`src/rtl/spike_bus_arbiter_if.sv`:
```
// Signal bundle for spike_bus_arbiter: requester request/ack side plus the
// single-beat CPUNC AXI channels. "master" is the arbiter view, "slave" the environment view.
interface spike_bus_arbiter_if #(
  parameter int NUM_MASTERS    = 2,
  parameter int AXI_ADDR_WIDTH = 12
);
  logic [NUM_MASTERS-1:0]                M_REQ;
  logic [NUM_MASTERS-1:0]                M_WE;
  logic [NUM_MASTERS*AXI_ADDR_WIDTH-1:0] M_ADDR;
  logic [NUM_MASTERS*2-1:0]              M_SIZE;
  logic [NUM_MASTERS*32-1:0]             M_WDATA;
  logic [NUM_MASTERS-1:0]                M_ACK;
  logic [31:0]                           M_RDATA;
  logic                                  M_ERR;
  logic [NUM_MASTERS-1:0]                GRANT;

  logic [AXI_ADDR_WIDTH-1:0] CPUNC_AWADDR;
  logic                      CPUNC_AWVALID;
  logic                      CPUNC_AWREADY;
  logic [31:0]               CPUNC_WDATA;
  logic [3:0]                CPUNC_WSTRB;
  logic                      CPUNC_WLAST;
  logic                      CPUNC_WVALID;
  logic                      CPUNC_WREADY;
  logic                      CPUNC_BRESP;
  logic                      CPUNC_BVALID;
  logic                      CPUNC_BREADY;
  logic [AXI_ADDR_WIDTH-1:0] CPUNC_ARADDR;
  logic                      CPUNC_ARVALID;
  logic                      CPUNC_ARREADY;
  logic [31:0]               CPUNC_RDATA;
  logic                      CPUNC_RRESP;
  logic                      CPUNC_RVALID;
  logic                      CPUNC_RREADY;

  modport master (
    input  M_REQ, M_WE, M_ADDR, M_SIZE, M_WDATA,
    output M_ACK, M_RDATA, M_ERR, GRANT,
    output CPUNC_AWADDR, CPUNC_AWVALID, CPUNC_WDATA, CPUNC_WSTRB, CPUNC_WLAST, CPUNC_WVALID,
    output CPUNC_BREADY, CPUNC_ARADDR, CPUNC_ARVALID, CPUNC_RREADY,
    input  CPUNC_AWREADY, CPUNC_WREADY, CPUNC_BRESP, CPUNC_BVALID,
    input  CPUNC_ARREADY, CPUNC_RDATA, CPUNC_RRESP, CPUNC_RVALID
  );

  modport slave (
    output M_REQ, M_WE, M_ADDR, M_SIZE, M_WDATA,
    input  M_ACK, M_RDATA, M_ERR, GRANT,
    input  CPUNC_AWADDR, CPUNC_AWVALID, CPUNC_WDATA, CPUNC_WSTRB, CPUNC_WLAST, CPUNC_WVALID,
    input  CPUNC_BREADY, CPUNC_ARADDR, CPUNC_ARVALID, CPUNC_RREADY,
    output CPUNC_AWREADY, CPUNC_WREADY, CPUNC_BRESP, CPUNC_BVALID,
    output CPUNC_ARREADY, CPUNC_RDATA, CPUNC_RRESP, CPUNC_RVALID
  );
endinterface

```
`src/rtl/spike_bus_arbiter.sv`:
```
// Round-robin arbiter sharing one single-beat AXI master port among NUM_MASTERS
// request/ack clients, with byte-lane steering and alignment checking.
module spike_bus_arbiter #(
  parameter int NUM_MASTERS    = 2,
  parameter int AXI_ADDR_WIDTH = 12,
  parameter int AXI_DATA_WIDTH = 32
) (
  input logic                 CPUNC_ACLK,
  input logic                 CPUNC_ARESET,
  spike_bus_arbiter_if.master bus
);
  localparam int IW = $clog2(NUM_MASTERS);
  localparam int AW = AXI_ADDR_WIDTH;

  if (AXI_DATA_WIDTH != 32) begin : g_bad_data_width
    $error("spike_bus_arbiter: AXI_DATA_WIDTH must be 32");
  end
  if (NUM_MASTERS < 2 || NUM_MASTERS > 8) begin : g_bad_num_masters
    $error("spike_bus_arbiter: NUM_MASTERS must be 2..8");
  end

  typedef enum logic [2:0] {S_IDLE, S_AR, S_R, S_AW, S_W, S_B, S_RESP} state_e;

  state_e                 state_q, state_d;
  logic [IW-1:0]          rr_ptr_q, rr_ptr_d, owner_q, owner_d;
  logic                   we_q, we_d;
  logic [AW-1:0]          addr_q, addr_d;
  logic [1:0]             size_q, size_d;
  logic [31:0]            wdata_q, wdata_d;
  logic [NUM_MASTERS-1:0] grant_q, grant_d, ack_q, ack_d;
  logic [31:0]            m_rdata_q, m_rdata_d;
  logic                   m_err_q, m_err_d;
  logic [AW-1:0]          awaddr_q, awaddr_d, araddr_q, araddr_d;
  logic [31:0]            axi_wdata_q, axi_wdata_d;
  logic [3:0]             wstrb_q, wstrb_d;
  logic                   arvalid_q, arvalid_d, rready_q, rready_d;
  logic                   awvalid_q, awvalid_d, wvalid_q, wvalid_d, bready_q, bready_d;

  logic [AW-1:0] req_addr  [NUM_MASTERS];
  logic [1:0]    req_size  [NUM_MASTERS];
  logic [31:0]   req_wdata [NUM_MASTERS];

  for (genvar g = 0; g < NUM_MASTERS; g++) begin : g_unpack
    assign req_addr[g]  = bus.M_ADDR[g*AW +: AW];
    assign req_size[g]  = bus.M_SIZE[g*2 +: 2];
    assign req_wdata[g] = bus.M_WDATA[g*32 +: 32];
  end

  function automatic logic is_aligned(input logic [1:0] size, input logic [1:0] a);
    case (size)
      2'd0:    is_aligned = 1'b1;
      2'd1:    is_aligned = ~a[0];
      2'd2:    is_aligned = (a == 2'b00);
      default: is_aligned = 1'b0;
    endcase
  endfunction

  // Lowest index above the pointer wins; otherwise wrap to the lowest index at or below it.
  logic          req_found;
  logic [IW-1:0] req_idx;

  always_comb begin
    // NOTE: every combinational output gets a default first so no path infers a latch.
    req_found = 1'b0;
    req_idx   = '0;
    for (int i = NUM_MASTERS - 1; i >= 0; i--) begin
      if (bus.M_REQ[i] && IW'(i) <= rr_ptr_q) begin
        req_found = 1'b1;
        req_idx   = IW'(i);
      end
    end
    for (int i = NUM_MASTERS - 1; i >= 0; i--) begin
      if (bus.M_REQ[i] && IW'(i) > rr_ptr_q) begin
        req_found = 1'b1;
        req_idx   = IW'(i);
      end
    end
  end

  logic [31:0] rd_shift;
  logic [3:0]  strb_base;
  assign rd_shift  = bus.CPUNC_RDATA >> {addr_q[1:0], 3'b000};
  assign strb_base = (size_q == 2'd0) ? 4'b0001 : (size_q == 2'd1) ? 4'b0011 : 4'b1111;

  always_comb begin
    state_d     = state_q;
    rr_ptr_d    = rr_ptr_q;
    owner_d     = owner_q;
    we_d        = we_q;
    addr_d      = addr_q;
    size_d      = size_q;
    wdata_d     = wdata_q;
    m_rdata_d   = m_rdata_q;
    m_err_d     = m_err_q;
    awaddr_d    = awaddr_q;
    araddr_d    = araddr_q;
    axi_wdata_d = axi_wdata_q;
    wstrb_d     = wstrb_q;

    case (state_q)
      S_IDLE: if (req_found) begin
        owner_d  = req_idx;
        rr_ptr_d = req_idx;
        we_d     = bus.M_WE[req_idx];
        addr_d   = req_addr[req_idx];
        size_d   = req_size[req_idx];
        wdata_d  = req_wdata[req_idx];
        if (!is_aligned(req_size[req_idx], req_addr[req_idx][1:0])) begin
          state_d   = S_RESP;
          m_err_d   = 1'b1;
          m_rdata_d = '0;
        end else if (bus.M_WE[req_idx]) begin
          state_d  = S_AW;
          awaddr_d = {req_addr[req_idx][AW-1:2], 2'b00};
        end else begin
          state_d  = S_AR;
          araddr_d = {req_addr[req_idx][AW-1:2], 2'b00};
        end
      end
      S_AR: if (bus.CPUNC_ARREADY) state_d = S_R;
      S_R: if (bus.CPUNC_RVALID) begin
        state_d = S_RESP;
        m_err_d = bus.CPUNC_RRESP;
        case (size_q)
          2'd0:    m_rdata_d = {24'h0, rd_shift[7:0]};
          2'd1:    m_rdata_d = {16'h0, rd_shift[15:0]};
          default: m_rdata_d = bus.CPUNC_RDATA;
        endcase
      end
      S_AW: if (bus.CPUNC_AWREADY) begin
        state_d     = S_W;
        axi_wdata_d = wdata_q << {addr_q[1:0], 3'b000};
        wstrb_d     = strb_base << addr_q[1:0];
      end
      S_W: if (bus.CPUNC_WREADY) state_d = S_B;
      S_B: if (bus.CPUNC_BVALID) begin
        state_d   = S_RESP;
        m_err_d   = bus.CPUNC_BRESP;
        m_rdata_d = '0;
      end
      S_RESP: begin
        state_d   = S_IDLE;
        m_err_d   = 1'b0;
        m_rdata_d = '0;
      end
      default: state_d = S_IDLE;
    endcase

    // Outputs are decoded from the next state so every port comes straight from a flop.
    arvalid_d = (state_d == S_AR);
    rready_d  = (state_d == S_R);
    awvalid_d = (state_d == S_AW);
    wvalid_d  = (state_d == S_W);
    bready_d  = (state_d == S_B);
    grant_d   = (state_d == S_IDLE) ? '0 : (NUM_MASTERS'(1) << owner_d);
    ack_d     = (state_d == S_RESP) ? (NUM_MASTERS'(1) << owner_d) : '0;
  end

  always_ff @(posedge CPUNC_ACLK or posedge CPUNC_ARESET) begin
    if (CPUNC_ARESET) begin
      state_q     <= S_IDLE;
      rr_ptr_q    <= IW'(NUM_MASTERS - 1);
      owner_q     <= '0;
      we_q        <= 1'b0;
      addr_q      <= '0;
      size_q      <= '0;
      wdata_q     <= '0;
      grant_q     <= '0;
      ack_q       <= '0;
      m_rdata_q   <= '0;
      m_err_q     <= 1'b0;
      awaddr_q    <= '0;
      araddr_q    <= '0;
      axi_wdata_q <= '0;
      wstrb_q     <= '0;
      arvalid_q   <= 1'b0;
      rready_q    <= 1'b0;
      awvalid_q   <= 1'b0;
      wvalid_q    <= 1'b0;
      bready_q    <= 1'b0;
    end else begin
      // NOTE: non-blocking assignments so all flops update together from pre-edge values.
      state_q     <= state_d;
      rr_ptr_q    <= rr_ptr_d;
      owner_q     <= owner_d;
      we_q        <= we_d;
      addr_q      <= addr_d;
      size_q      <= size_d;
      wdata_q     <= wdata_d;
      grant_q     <= grant_d;
      ack_q       <= ack_d;
      m_rdata_q   <= m_rdata_d;
      m_err_q     <= m_err_d;
      awaddr_q    <= awaddr_d;
      araddr_q    <= araddr_d;
      axi_wdata_q <= axi_wdata_d;
      wstrb_q     <= wstrb_d;
      arvalid_q   <= arvalid_d;
      rready_q    <= rready_d;
      awvalid_q   <= awvalid_d;
      wvalid_q    <= wvalid_d;
      bready_q    <= bready_d;
    end
  end

  assign bus.M_ACK         = ack_q;
  assign bus.M_RDATA       = m_rdata_q;
  assign bus.M_ERR         = m_err_q;
  assign bus.GRANT         = grant_q;
  assign bus.CPUNC_AWADDR  = awaddr_q;
  assign bus.CPUNC_AWVALID = awvalid_q;
  assign bus.CPUNC_WDATA   = axi_wdata_q;
  assign bus.CPUNC_WSTRB   = wstrb_q;
  assign bus.CPUNC_WLAST   = wvalid_q;
  assign bus.CPUNC_WVALID  = wvalid_q;
  assign bus.CPUNC_BREADY  = bready_q;
  assign bus.CPUNC_ARADDR  = araddr_q;
  assign bus.CPUNC_ARVALID = arvalid_q;
  assign bus.CPUNC_RREADY  = rready_q;

  // The owner must keep its request up while its bus transaction is in flight.
  logic busy;
  assign busy = (state_q == S_AR) || (state_q == S_R) || (state_q == S_AW) ||
                (state_q == S_W) || (state_q == S_B);

  req_held_a: assert property (@(posedge CPUNC_ACLK) disable iff (CPUNC_ARESET)
                               busy |-> bus.M_REQ[owner_q]);
endmodule

```
`src/flat_wrapper.sv`:
```
// flat-port wrapper written by rule: the top's interface ports become plain ports
module spike_bus_arbiter_flat 
#(
  parameter int NUM_MASTERS    = 2,
  parameter int AXI_ADDR_WIDTH = 12,
  parameter int AXI_DATA_WIDTH = 32
)
  (CPUNC_ACLK, CPUNC_ARESET, bus_M_REQ, bus_M_WE, bus_M_ADDR, bus_M_SIZE, bus_M_WDATA, bus_M_ACK, bus_M_RDATA, bus_M_ERR, bus_GRANT, bus_CPUNC_AWADDR, bus_CPUNC_AWVALID, bus_CPUNC_WDATA, bus_CPUNC_WSTRB, bus_CPUNC_WLAST, bus_CPUNC_WVALID, bus_CPUNC_BREADY, bus_CPUNC_ARADDR, bus_CPUNC_ARVALID, bus_CPUNC_RREADY, bus_CPUNC_AWREADY, bus_CPUNC_WREADY, bus_CPUNC_BRESP, bus_CPUNC_BVALID, bus_CPUNC_ARREADY, bus_CPUNC_RDATA, bus_CPUNC_RRESP, bus_CPUNC_RVALID);
  spike_bus_arbiter_if #(.NUM_MASTERS(NUM_MASTERS), .AXI_ADDR_WIDTH(AXI_ADDR_WIDTH)) bus_i ();
  input logic CPUNC_ACLK;
  input logic CPUNC_ARESET;
  input wire logic [$bits(bus_i.M_REQ)-1:0] bus_M_REQ;
  input wire logic [$bits(bus_i.M_WE)-1:0] bus_M_WE;
  input wire logic [$bits(bus_i.M_ADDR)-1:0] bus_M_ADDR;
  input wire logic [$bits(bus_i.M_SIZE)-1:0] bus_M_SIZE;
  input wire logic [$bits(bus_i.M_WDATA)-1:0] bus_M_WDATA;
  output wire logic [$bits(bus_i.M_ACK)-1:0] bus_M_ACK;
  output wire logic [$bits(bus_i.M_RDATA)-1:0] bus_M_RDATA;
  output wire logic [$bits(bus_i.M_ERR)-1:0] bus_M_ERR;
  output wire logic [$bits(bus_i.GRANT)-1:0] bus_GRANT;
  output wire logic [$bits(bus_i.CPUNC_AWADDR)-1:0] bus_CPUNC_AWADDR;
  output wire logic [$bits(bus_i.CPUNC_AWVALID)-1:0] bus_CPUNC_AWVALID;
  output wire logic [$bits(bus_i.CPUNC_WDATA)-1:0] bus_CPUNC_WDATA;
  output wire logic [$bits(bus_i.CPUNC_WSTRB)-1:0] bus_CPUNC_WSTRB;
  output wire logic [$bits(bus_i.CPUNC_WLAST)-1:0] bus_CPUNC_WLAST;
  output wire logic [$bits(bus_i.CPUNC_WVALID)-1:0] bus_CPUNC_WVALID;
  output wire logic [$bits(bus_i.CPUNC_BREADY)-1:0] bus_CPUNC_BREADY;
  output wire logic [$bits(bus_i.CPUNC_ARADDR)-1:0] bus_CPUNC_ARADDR;
  output wire logic [$bits(bus_i.CPUNC_ARVALID)-1:0] bus_CPUNC_ARVALID;
  output wire logic [$bits(bus_i.CPUNC_RREADY)-1:0] bus_CPUNC_RREADY;
  input wire logic [$bits(bus_i.CPUNC_AWREADY)-1:0] bus_CPUNC_AWREADY;
  input wire logic [$bits(bus_i.CPUNC_WREADY)-1:0] bus_CPUNC_WREADY;
  input wire logic [$bits(bus_i.CPUNC_BRESP)-1:0] bus_CPUNC_BRESP;
  input wire logic [$bits(bus_i.CPUNC_BVALID)-1:0] bus_CPUNC_BVALID;
  input wire logic [$bits(bus_i.CPUNC_ARREADY)-1:0] bus_CPUNC_ARREADY;
  input wire logic [$bits(bus_i.CPUNC_RDATA)-1:0] bus_CPUNC_RDATA;
  input wire logic [$bits(bus_i.CPUNC_RRESP)-1:0] bus_CPUNC_RRESP;
  input wire logic [$bits(bus_i.CPUNC_RVALID)-1:0] bus_CPUNC_RVALID;
  assign bus_i.M_REQ = bus_M_REQ;
  assign bus_i.M_WE = bus_M_WE;
  assign bus_i.M_ADDR = bus_M_ADDR;
  assign bus_i.M_SIZE = bus_M_SIZE;
  assign bus_i.M_WDATA = bus_M_WDATA;
  assign bus_M_ACK = bus_i.M_ACK;
  assign bus_M_RDATA = bus_i.M_RDATA;
  assign bus_M_ERR = bus_i.M_ERR;
  assign bus_GRANT = bus_i.GRANT;
  assign bus_CPUNC_AWADDR = bus_i.CPUNC_AWADDR;
  assign bus_CPUNC_AWVALID = bus_i.CPUNC_AWVALID;
  assign bus_CPUNC_WDATA = bus_i.CPUNC_WDATA;
  assign bus_CPUNC_WSTRB = bus_i.CPUNC_WSTRB;
  assign bus_CPUNC_WLAST = bus_i.CPUNC_WLAST;
  assign bus_CPUNC_WVALID = bus_i.CPUNC_WVALID;
  assign bus_CPUNC_BREADY = bus_i.CPUNC_BREADY;
  assign bus_CPUNC_ARADDR = bus_i.CPUNC_ARADDR;
  assign bus_CPUNC_ARVALID = bus_i.CPUNC_ARVALID;
  assign bus_CPUNC_RREADY = bus_i.CPUNC_RREADY;
  assign bus_i.CPUNC_AWREADY = bus_CPUNC_AWREADY;
  assign bus_i.CPUNC_WREADY = bus_CPUNC_WREADY;
  assign bus_i.CPUNC_BRESP = bus_CPUNC_BRESP;
  assign bus_i.CPUNC_BVALID = bus_CPUNC_BVALID;
  assign bus_i.CPUNC_ARREADY = bus_CPUNC_ARREADY;
  assign bus_i.CPUNC_RDATA = bus_CPUNC_RDATA;
  assign bus_i.CPUNC_RRESP = bus_CPUNC_RRESP;
  assign bus_i.CPUNC_RVALID = bus_CPUNC_RVALID;
  spike_bus_arbiter #(.NUM_MASTERS(NUM_MASTERS), .AXI_ADDR_WIDTH(AXI_ADDR_WIDTH), .AXI_DATA_WIDTH(AXI_DATA_WIDTH)) u_core (.CPUNC_ACLK(CPUNC_ACLK), .CPUNC_ARESET(CPUNC_ARESET), .bus(bus_i));
endmodule
```
`config.mk`:
```
export PLATFORM = sky130hd
export DESIGN_NAME = spike_bus_arbiter_flat
export DESIGN_NICKNAME = d
export VERILOG_FILES = /design/src/rtl/spike_bus_arbiter_if.sv /design/src/rtl/spike_bus_arbiter.sv /design/src/flat_wrapper.sv
export SDC_FILE = /design/constraint.sdc
export NUM_CORES = 1
export LEC_CHECK = 0
export CAP_MARGIN = 20
export CELL_PAD_IN_SITES_DETAIL_PLACEMENT = 1
export CELL_PAD_IN_SITES_GLOBAL_PLACEMENT = 2
export CORE_MARGIN = 5
export CORE_UTILIZATION = 29
export DETAILED_ROUTE_END_ITERATION = 12
export PLACE_DENSITY_LB_ADDON = 0.1
export SYNTH_ARGS = -nofsm -noshare
export SYNTH_HDL_FRONTEND = slang
export SYNTH_SLANG_ARGS = --single-unit
```
`constraint.sdc`:
```
create_clock -name CPUNC_ACLK -period 10.7 [get_ports CPUNC_ACLK]
set_input_delay 2.14 -clock CPUNC_ACLK [delete_from_list [all_inputs] [get_ports CPUNC_ACLK]]
set_output_delay 2.14 -clock CPUNC_ACLK [all_outputs]
set_load 0.05 [all_outputs]
```
Word-level counts from Yosys, hierarchy flattened

Cells that the tools add are included.

Bits in registers: 139
Input port bits: 137
Word-level logic and storage cells: 113

Order comparisons: 6
Equality and inequality tests: 19
Shifts and indexed selects: 4
Muxes and demuxes: 47
Bitwise operators: 3
Reduce and logical (&&, ||, !) cells: 15

Operator list:

| operator                                                        | number |
|---|---|
| 32-bit 2-to-1 mux                                               | 7 |
| 32-bit one-hot mux with 4 select lines                          | 1 |
| 32-bit one-hot mux with 2 select lines                          | 1 |
| 12-bit 2-to-1 mux                                               | 3 |
| 32-bit by 5-bit << shifter with 32-bit output                   | 1 |
| 32-bit by 5-bit >> shifter with 16-bit output                   | 1 |
| 3-bit 2-to-1 mux                                                | 7 |
| 3-bit == test, second input constant                            | 6 |
| 3-bit one-hot mux with 6 select lines                           | 1 |
| 1-bit 2-to-1 mux                                                | 17 |
| 3-bit by 2-bit == test with 1-bit output, second input constant | 4 |
| 2-bit 2-to-1 mux                                                | 6 |
| 4-bit 2-to-1 mux                                                | 2 |
| 4-bit AND reduction                                             | 2 |
| 3-bit by 1-bit == test with 1-bit output, second input constant | 2 |
| 2-bit logical NOT                                               | 3 |
| 3-bit logical NOT                                               | 2 |
| 2-bit != test, second input constant                            | 3 |
| 5-bit AND reduction                                             | 1 |
| 2-bit by 1-bit == test with 1-bit output, second input constant | 2 |
| 1-bit logical AND                                               | 4 |
| 1-bit one-hot mux with 4 select lines                           | 1 |
| 2-bit AND reduction                                             | 2 |
| 4-bit nonzero test                                              | 1 |
| other kinds (11)                                                | 14 |

Depth between registers and ports, before layout

Word-level depth: 19
Mapped depth: 7
Gate-level depth less buffers: 5

Worst setup path after synthesis

Ideal clock, no wire load.

Path kind: input to register
Start: input bus_M_REQ[0]
End: register u_core.awaddr_q[10], in the netlist u_core.bus.CPUNC_AWADDR[10]
Setup time: 0.125 ns
Arrival time: 3.505 ns
Path slack: 7.070 ns
Cell stages on the path: 5
Cell sequence: nor2_1 or4_1 clkbuf_1 nor4_4 mux2_2

Cells in the longest elaborated chain, start to end: 13
Elaborated cells between the ends (all ways): 26
Those cells by class: eq/ne: 2; mux: 17; bitwise: 2; reduce/logical: 5

RTL lines:

| what                                                                                      | line                                               | source |
|---|---|---|
| start: declaration                                                                        | flat_wrapper.sv:12                                 | `input wire logic [$bits(bus_i.M_REQ)-1:0] bus_M_REQ;` |
| 1-bit logical AND                                                                         | spike_bus_arbiter.sv:67                            | `if (bus.M_REQ[i] && IW'(i) <= rr_ptr_q) begin` |
| 1-bit 2-to-1 mux                                                                          | spike_bus_arbiter.sv:67                            |  |
| 1-bit 2-to-1 mux (2 in series)                                                            | spike_bus_arbiter.sv:73                            | `if (bus.M_REQ[i] && IW'(i) > rr_ptr_q) begin` |
| 1-bit inverter with 2-bit output (implied by the code)                                    | spike_bus_arbiter.sv:108, spike_bus_arbiter.sv:114 |  |
| 2-bit 2-to-1 mux (implied by the code) or 12-bit 2-to-1 mux (tied branches) (3 in series) | spike_bus_arbiter.sv:108                           | `if (!is_aligned(req_size[req_idx], req_addr[req_idx][1:0])) begin` |
| 2-bit == test, or another cell as far along                                               | spike_bus_arbiter.sv:50                            | `case (size)` |
| 1-bit one-hot mux with 3 select lines                                                     | spike_bus_arbiter.sv:50                            |  |
| 1-bit 2-to-1 mux                                                                          | spike_bus_arbiter.sv:101                           | `S_IDLE: if (req_found) begin` |
| 1-bit 2-to-1 mux                                                                          | spike_bus_arbiter.sv:100                           | `case (state_q)` |
| 4-bit AND reduction (no source line)                                                      | n/a                                                |  |
| end signal: assignment                                                                    | spike_bus_arbiter.sv:194                           | `awaddr_q <= awaddr_d;` |
| end: declaration                                                                          | spike_bus_arbiter.sv:33                            | `logic [AW-1:0] awaddr_q, awaddr_d, araddr_q, araddr_d;` |

Parallel ways exist; a longest one is shown, timed or not. The select of a mux whose other input is x is not followed.
A chain may end at the register's enable or synchronous reset.

Worst setup path in the final report

Start: input bus_M_REQ[1]
End: register u_core.m_rdata_q[2], in the netlist u_core.bus.M_RDATA[2]

Cells in the longest elaborated chain, start to end: 15
Elaborated cells between the ends (all ways): 27
Those cells by class: eq/ne: 4; mux: 16; bitwise: 2; reduce/logical: 5

RTL lines:

| what                                                                                      | line                     | source |
|---|---|---|
| 1-bit logical AND                                                                         | spike_bus_arbiter.sv:67  |  |
| 1-bit 2-to-1 mux (2 in series)                                                            | spike_bus_arbiter.sv:67  |  |
| 1-bit 2-to-1 mux (2 in series)                                                            | spike_bus_arbiter.sv:73  |  |
| 1-bit inverter with 2-bit output (implied by the code)                                    | spike_bus_arbiter.sv:108 |  |
| 2-bit 2-to-1 mux (implied by the code) or 12-bit 2-to-1 mux (tied branches) (3 in series) | spike_bus_arbiter.sv:108 |  |
| 2-bit == test, or another cell as far along                                               | spike_bus_arbiter.sv:50  |  |
| 1-bit one-hot mux with 3 select lines                                                     | spike_bus_arbiter.sv:50  |  |
| 1-bit 2-to-1 mux                                                                          | spike_bus_arbiter.sv:101 |  |
| 1-bit 2-to-1 mux                                                                          | spike_bus_arbiter.sv:100 |  |
| 2-bit != test (no source line)                                                            | n/a                      |  |
| 5-bit AND reduction (no source line) (*)                                                  | n/a                      |  |
| end signal: assignment                                                                    | spike_bus_arbiter.sv:192 | `m_rdata_q <= m_rdata_d;` |
| end: declaration                                                                          | spike_bus_arbiter.sv:31  | `logic [31:0] m_rdata_q, m_rdata_d;` |

Every way passes the cells marked *; elsewhere a longest branch is shown, timed or not. The select of a mux whose other input is x is not followed.

==> impl_metrics.json <==
{
  "finalHoldViolations": 0,
  "min_from": "u_core.wdata_q[29]$_DFFE_PP0P_",
  "vias": 5883,
  "antennaDiodeCount": 0,
  "start_kind": "input pin",
  "start_util_pct": 29.2,
  "ys_seq_elements": 139,
  "gp_congestion": 0.846,
  "rr_worst_depth": 4,
  "finalNetCount": 1004,
  "slew_violations": 0,
  "wl_met1_um": 11100,
  "die_x_um": 163,
  "critPathCaptureType": "flip-flop",
  "die_y_um": 163,
  "clock_path_buffers": 2,
  "htree_levels": 4,
  "io_pins": 240,
  "worstHoldPathType": "flip-flop to flip-flop",
  "yosys.area.top_type_share_pct": 50.9,
  "root_buffer": "clkbuf_16",
  "path_max_fanout": 14,
  "grt_first_pass_wirelength_um": 37000,
  "drt_iter0_markers": 277,
  "grt_pass1_vias": 6498,
  "rsz0062_at_grt": "false",
  "whs_endpoint": "u_core.wdata_q[29]$_DFFE_PP0P_",
  "fp.dieArea_sq_um": 26600,
  "clock.fmax_mhz": 216,
  "vdd_drop_max_mv": 0.150,
  "synth.avg_cell_area_sq_um": 10.3,
  "met2_length_um": 11000,
  "ys.flop_type": "dfrtp_1",
  "grt_max_degree": 78,
  "powerDensity_nw_per_um2": 329,
  "setup_violations": 0,
  "layout_commonest_cell": "clkdlybuf4s50_1",
  "netlist-cell-type-count": 49,
  "top_layer": "met4",
  "drive_above_1_share_pct": 10.6,
  "clock_sinks": 139,
  "clk_pin_slew_ns": 0.06,
  "cp_data_required_time_ns": 10.96,
  "synth_top_area_cell": "dfrtp_1",
  "via_per_inst": 4.91,
  "dpl.hpwl_um": 17800,
  "antenna_found_initial": 0,
  "numCtsBuffers": 17,
  "setup_tns_ns": 0,
  "grt_usage_pct": 17.8,
  "synth-edff-count": 0,
  "ant_nets": 0,
  "outcome": "finished, final reports clean",
  "crit_chain": "clkdlybuf4s50_1, a21boi_1, o221ai_1, a21oi_1, o21ai_0",
  "area_growth_syn_to_layout_pct": 48.2,
  "whs_ns": 0.480,
  "ctsHoldBuffers": 0,
  "wl_met3_um": 1380,
  "r2r-end": "u_core.bus.M_RDATA[2]$_DFFE_PP0P_",
  "netlist_area_sq_um": 6790,
  "slowest_delay_ns": 0.85,
  "tritoncts": "yes",
  "reg2reg_from": "u_core.rr_ptr_q$_DFFE_PP1P_",
  "yosys_warnings": 0,
  "routedWlPerCell_um": 19.8,
  "max-slew-margin-rel_pct": 29.1,
  "dr.pass1.iters": 5,
  "clk_latency_ns": 0.42,
  "whs_path_depth": 2,
  "wl_um": 23700,
  "synth_area_leaders": "dfrtp_1 51%, mux2i_1 9.1%, nand2_1 6.6%, mux2_2 5.0%, o21ai_0 4.6%",
  "rows": 56,
  "synthArstFlopShare_pct": 100,
  "regToRegSetupSlack_ns": 7.92,
  "fin_crit_ns": 4.63,
  "cp_slowest_cell": "a21boi_1",
  "worst_slew_pin_slew_ns": 1.06,
  "seq_area_frac_synth_pct": 51.3,
  "coreArea_sq_um": 23300,
  "arrival_ns": 4.89,
  "synthCells": 657,
  "port_buffers": 235,
  "leakagePower_nw": 4.29,
  "cts_resized": 0,
  "finalCritPeriodShare_pct": 43.3,
  "cap_viol_max_count": 0,
  "grt-ovfl-total": 0,
  "crit_type": "input pin to flip-flop",
  "post_cts_buffers": 0,
  "finClkSkew_ns": 0.0127,
  "final_cell_mix": "235 x clkdlybuf4s50_1, 136 x dfrtp_1, 119 x nand2_1",
  "drc": 0
}
[layer usage]
metal	global-route usage [%]	vias up
met5	0	-
met2	27.9	177
li1	-	2805
met1	24.4	2876
met3	4.43	25
met4	5.26	0
[state kept, by name (all words and copies together) (netlist names), 3 cells and up]
register / count
u_core.bus.CPUNC_WSTRB: 4
u_core.bus.M_RDATA: 32
u_core.bus.CPUNC_WDATA: 32
u_core.state_q: 3
u_core.wdata_q: 32
u_core.bus.CPUNC_AWADDR: 10
u_core.bus.CPUNC_ARADDR: 10
[final cells by class]
class,instances,area [sq um]
clock buffer,18,429
sequential,139,3480
clock inverter,13,215
timing repair buffer,244,2420
tap,319,399
inverter,5,23.8
fill,2533,13200
multi-input combinational,460,3080
[through the flow]
stage	setup WS, ns	cells	utilization [%]	power (W)	cell area [sq um]
2_1_floorplan	4.84	660	-	0.00206	6800
3_3_place_gp	5.83	1167	40.4	0.00264	9410
3_5_place_dp	5.62	1167	40.4	0.00268	9410
4_1_cts	6.06	1198	43.2	0.00335	10100
5_1_grt	5.85	1198	43.2	0.00350	10100
6_report	6.07	1198	43.2	0.00331	10100
[report_power, final]
group          internal (W)  switching (W)  total, W  leakage, nW
registers          0.000757       0.000228  0.000985         1.79
logic              0.000602        0.00107   0.00167         2.19
clock network      0.000415       0.000236  0.000652        0.311
total               0.00177        0.00153   0.00331         4.29
[cells by family after synthesis]
kind of cell / after synthesis / share of synthesized area, %
DFF: 139 / 51.3
and+or+nand+nor: 179 / 12.0
AOI/OAI and AO/OA: 185 / 18.8
buffers and inverters: 61 / 3.76
muxes: 92 / 14.1
other: 1 / 0.0553
[critical path: cells and delay by family]
family                 cells  cell delay, ns
AOI/OAI and AO/OA          4            2.25
buffers and inverters      1            0.48
[cell usage after synthesis, types with 9 or more instances]
cell type / number
dfrtp_1: 138
o21ai_0: 63
nand3_1: 9
a31oi_1: 11
a211oi_1: 9
nor2_1: 14
o22ai_1: 9
nor2b_1: 15
a32o_1: 22
nand2_1: 119
o31ai_1: 9
clkbuf_1: 41
mux2_2: 30
a21oi_1: 14
mux2i_1: 62
[worst max-delay path by stage]
| stage | slack (ns) | endpoint | startpoint | depth (start not counted) |
|---|---|---|---|---|
| 2_1_floorplan | 4.84 | u_core.addr_q[0]$_DFFE_PP0P_ | CPUNC_ARESET | 1 |
| 3_3_place_gp | 5.83 | u_core.bus.M_RDATA[0]$_DFFE_PP0P_ | bus_M_REQ[1] | 5 |
| 3_5_place_dp | 5.62 | u_core.bus.M_RDATA[2]$_DFFE_PP0P_ | bus_M_REQ[1] | 5 |
| 4_1_cts | 6.06 | u_core.bus.M_RDATA[2]$_DFFE_PP0P_ | bus_M_REQ[1] | 5 |
| 5_1_grt | 5.85 | u_core.bus.M_RDATA[0]$_DFFE_PP0P_ | bus_M_REQ[1] | 5 |
| 6_report | 6.07 | u_core.bus.M_RDATA[2]$_DFFE_PP0P_ | bus_M_REQ[1] | 5 |
Note: power is estimated with default switching activity, not from simulation.
==> RTL edit 1: new RTL, same settings <==
Take the reset off `wdata_q` and load it in a clocked block of its own.
--- a/src/rtl/spike_bus_arbiter.sv
+++ b/src/rtl/spike_bus_arbiter.sv
@@ -164,7 +164,6 @@
       we_q        <= 1'b0;
       addr_q      <= '0;
       size_q      <= '0;
-      wdata_q     <= '0;
       grant_q     <= '0;
       ack_q       <= '0;
       m_rdata_q   <= '0;
@@ -186,7 +185,6 @@
       we_q        <= we_d;
       addr_q      <= addr_d;
       size_q      <= size_d;
-      wdata_q     <= wdata_d;
       grant_q     <= grant_d;
       ack_q       <= ack_d;
       m_rdata_q   <= m_rdata_d;
@@ -203,6 +201,10 @@
     end
   end
 
+  always_ff @(posedge CPUNC_ACLK) begin
+    wdata_q <= wdata_d;
+  end
+
   assign bus.M_ACK         = ack_q;
   assign bus.M_RDATA       = m_rdata_q;
   assign bus.M_ERR         = m_err_q;
Behaviour: no difference found for any inputs over 4 cycles, from zero or initial values and one cycle with CPUNC_ARESET high; that may be too few to reach the edited logic, so the function may still have changed.
==> RTL edit 1 against the unedited design <==
Global-route usage decreased by 0.23 points. Setup slack improved by 0.13 ns. Final area decreased by 0.16%. Routed wire length is 0.41% higher. Area after synthesis grew 1.4%. Combinational power about the same. Sequential cell count unchanged. First-iteration DRC count up 11%. Sequential share of layout area grew 1.7 points. Worst hold slack gained 0.0040 ns. Synthesized cell count is 8.5% higher. Power is 3.3% lower. Register-to-register slack got worse by 0.09 ns. Largest power group unchanged. Highest routed layer is now met5.
==> RTL edit 1: results (changes against the unedited design) <==
metric,value,unit,change
place_inst,1222,,+4.7%
cts_max_path_buffers,2,,unchanged
antenna_found_initial,1,,+1
maxSlewHeadroom,31.3,%,+2.2 points
report.final.slew_viol_count,0,,unchanged
cts_root_buffer,clkbuf_16,,
grt_pass1_vias,6514,,+0.25%
crit_arrival,4.82,ns,-0.07 ns
cts_resized,0,,unchanged
async_reset_ff_share,77.0,%,-23 points
min_path_type,reg2reg,,
clock_skew,0.0114,ns,-0.00127 ns
cp_max_fo,46,,+32
vias,6087,,+3.5%
grt_util_met3,6.45,%,+2.0 points
drive_above_1_share,8.56,%,-2.0 points
max_stage_delay,0.80,ns,-0.05 ns
port-buffer-count,235,,unchanged
post-place-ws,5.76,ns,+0.143 ns
post_dp_cell_area,0.00946,mm2,+0.56%
first_iter_violations,307,,+11%
diodes,0,,unchanged
post_synth.cell_area_avg,9.65,um2,-6.5%
setup_slack,6.20,ns,+0.133 ns
grt_pass1_wl,36800,um,-0.52%
grt_max_degree,64,,-18%
track_usage,17.5,%,-0.23 points
met2_usage,27.7,%,-0.17 points
ys_types,55,,+12%
nets,1059,,+5.5%
grt_util_met1,23.1,%,-1.3 points
fillerInstances,2669,,+5.4%
synth_edf_count,32,,+32
synth_area_leaders,"dfrtp_1, edfxtp_1, nand2_1, mux2_2, o21ai_0",,
r2r_cells,4,,unchanged
detail_route.wirelength,23800,um,+0.41%
place_hpwl,17900,um,+0.49%
gp_congestion,0.808,,-4.5%
hold_slack,0.484,ns,+0.00400 ns
cts.htree.levels,4,,unchanged
first_pass_iters,5,,unchanged
slowest_stage,nor3_1,,
ir_worst_vdd,0.000146,V,-2.5%
r2r_slack,7.83,ns,-0.09 ns
p_leak,4.18,nW,-2.6%
vias_per_cell,4.85,,-1.2%
synth_common_cells,"nand2_1, dfrtp_1, o21ai_0, edfxtp_1, mux2_2",,
cts_setup_buffers,0,,unchanged
clk_latency,0.42,ns,about the same
seq_area_frac_synth,52.9,%,+1.6 points
synth_flop_cell,dfrtp_1,,
path_clk_slew,0.07,ns,
whs_path_depth,2,,unchanged
cpLargestDelayFamily,simple AND/OR/NAND/NOR gates,,
status,"finished, final reports clean",,
RTL edit 1: worst min-delay path, cell delays in order, from the launching register on:
cell and delay (ns):
dfrtp_1 0.34, nand2_1 0.05, o21ai_0 0.06
RTL edit 1: metal layers:
metal  up-vias  part of all wire (%)
met4         2                   1.1
met3        25                   8.2
met5         -                 0.055
li1       2909                     -
met1      2968                    44
met2       183                    46
RTL edit 1: final cells by class:
type                    instances  area (um2)  share of cell area, %
flip-flops and latches        139        3640                   36.3
multi-input cells             502        2930                   29.2
repair buffers                242        2410                   24.0
inverters                      20        78.8                  0.785
well taps                     319         399                   3.98
clock inverters                13         143                   1.42
clock buffers                  19         433                   4.31
RTL edit 1: path summary, 6_finish.rpt:
kind                                                  startpoint                                     end
min reg2reg                u_core.bus.CPUNC_WDATA[3]$_DFFE_PP0P_   u_core.bus.CPUNC_WDATA[3]$_DFFE_PP0P_
min                        u_core.bus.CPUNC_WDATA[3]$_DFFE_PP0P_   u_core.bus.CPUNC_WDATA[3]$_DFFE_PP0P_
max reg2reg                          u_core.state_q[0]$_DFF_PP0_       u_core.bus.CPUNC_RREADY$_DFF_PP0_
min in group asynchronous                           CPUNC_ARESET  u_core.bus.CPUNC_ARADDR[6]$_DFFE_PP0P_
max in group asynchronous                           CPUNC_ARESET  u_core.bus.CPUNC_WDATA[20]$_DFFE_PP0P_
max                                                 bus_M_REQ[0]       u_core.bus.CPUNC_RREADY$_DFF_PP0_
RTL edit 1: report_power, final:
part           internal (mW)  switching (mW)
Combinational          0.566            1.10
Clock                  0.345           0.238
Sequential             0.777           0.171
Total                   1.69            1.51
RTL edit 1: cell families after synthesis:
logic type	share of synthesized area (%)
multiplexers	8.38
flip-flops	52.9
AND/OR/NAND/NOR	16.7
AO/OA/AOI/OAI	17.1
other	0.0545
buffers and inverters	4.82
==> RTL edit 2: new RTL, same settings <==
Made on the original files. `NUM_MASTERS` is set to 2 in 3 places; all go to 4.
--- a/src/rtl/spike_bus_arbiter_if.sv
+++ b/src/rtl/spike_bus_arbiter_if.sv
@@ -1,7 +1,7 @@
 // Signal bundle for spike_bus_arbiter: requester request/ack side plus the
 // single-beat CPUNC AXI channels. "master" is the arbiter view, "slave" the environment view.
 interface spike_bus_arbiter_if #(
-  parameter int NUM_MASTERS    = 2,
+  parameter int NUM_MASTERS    = 4,
   parameter int AXI_ADDR_WIDTH = 12
 );
   logic [NUM_MASTERS-1:0]                M_REQ;
--- a/src/rtl/spike_bus_arbiter.sv
+++ b/src/rtl/spike_bus_arbiter.sv
@@ -1,7 +1,7 @@
 // Round-robin arbiter sharing one single-beat AXI master port among NUM_MASTERS
 // request/ack clients, with byte-lane steering and alignment checking.
 module spike_bus_arbiter #(
-  parameter int NUM_MASTERS    = 2,
+  parameter int NUM_MASTERS    = 4,
   parameter int AXI_ADDR_WIDTH = 12,
   parameter int AXI_DATA_WIDTH = 32
 ) (
--- a/src/flat_wrapper.sv
+++ b/src/flat_wrapper.sv
@@ -1,7 +1,7 @@
 // flat-port wrapper written by rule: the top's interface ports become plain ports
 module spike_bus_arbiter_flat 
 #(
-  parameter int NUM_MASTERS    = 2,
+  parameter int NUM_MASTERS    = 4,
   parameter int AXI_ADDR_WIDTH = 12,
   parameter int AXI_DATA_WIDTH = 32
 )
Ports: changed (7 resized); port bits go from 240 to 340. No check against the original RTL was run, so the function may have changed too.
==> RTL edit 2 against the unedited design <==
Setup slack got worse by 0.71 ns. Largest cell class is now multi-input combinational cells. Sequential cell count up 6. Power rose by 19%. Final area up 26%. Synthesized cell count is 57% higher. Area after synthesis rose by 25%. Critical path depth is 3 higher. Final cell count is 43% higher. Critical endpoint is now u_core.bus.CPUNC_AWADDR[10]$_DFFE_PP0P_. Routed wire length increased by 43%.
==> RTL edit 2: results (changes against the unedited design) <==
metric,value,unit,change
status,"finished, final reports clean",,
grt_max_degree,89,,+14%
p_leak,5.35,nW,+25%
grt_util_met3,6.74,%,+2.3 points
multi_input_area,0.00446,mm2,+45%
place_hpwl,25900,um,+46%
p_clk_share,15.3,%,-4.4 points
grt_pass1_wl,52800,um,+43%
cp_max_fo,11,,-3
post-place-ws,4.89,ns,-0.726 ns
maxSlewHeadroom,36.0,%,+6.9 points
r2r_start,u_core.rr_ptr_q[1]$_DFFE_PP1P_,,
synth_area_leaders,"dfrtp_1, nand2_1, o21ai_0, mux2i_1, mux2_4",,
power_frac_seq,26.1,%,-3.7 points
vias,8374,,+42%
drt-met1-wl,15400,um,+39%
track_usage,20.4,%,+2.6 points
r2r_end,u_core.bus.CPUNC_AWADDR[10]$_DFFE_PP0P_,,
whs_endpoint,u_core.wdata_q[24]$_DFFE_PP0P_,,
switchingPower,2.00,mW,+31%
ir_worst_vdd,0.000184,V,+23%
ys_types,55,,+12%
top_layer_used,met5,,
drive_above_1_share,7.74,%,-2.8 points
synth_common_cells,"nand2_1, dfrtp_1, o21ai_0, clkbuf_1, nor2_1",,
grt_pass1_vias,8776,,+35%
gp_congestion,0.789,,-6.7%
clock_skew,0.00956,ns,-0.00313 ns
hold_slack,0.473,ns,-0.00675 ns
dr_wl_met3,2450,um,+77%
r2r_slack,7.14,ns,-0.78 ns
met2_usage,32.6,%,+4.7 points
port-buffer-count,335,,+43%
crit_arrival,5.66,ns,+0.77 ns
seq_area_frac_synth,42.9,%,-8.4 points
nets,1550,,+54%
first_iter_violations,526,,+90%
detail_route.wirelength,34000,um,+43%
grt_util_met1,27.3,%,+2.9 points
synthCells,1031,,+57%
slowest_stage,a311oi_4,,
==> RTL edit 2: cell types whose count changed after synthesis, sizes merged, moves of 7 or more <==
cell and change:
o21ai +68, nand2 +188, mux2i -14, a211oi +12, and2 +12, o22ai -9, nor2 +36, nand3 +26
a21oi +27, a32o -22, a22oi +19, nor3 +11, o22a +7, clkbuf +24
==> RTL edit 2: kinds of logic after synthesis <==
logic type / Yosys count / synth area share [%]
and+or+nand+nor: 447 / 22.4
AOI/OAI and AO/OA: 268 / 19.3
other: 1 / 0.0443
buffers and inverters: 93 / 4.69
DFF: 145 / 42.9
muxes: 77 / 10.6
==> RTL edit 2: layout make-up <==
cell class              count  area share, %
diodes                      1         0.0198
clock buffers              18           3.47
clock inverters            14           1.16
inverters                   8          0.277
multi-input cells         796           35.3
flip-flops and latches    145           28.7
well taps                 384           3.80
repair buffers            349           27.3
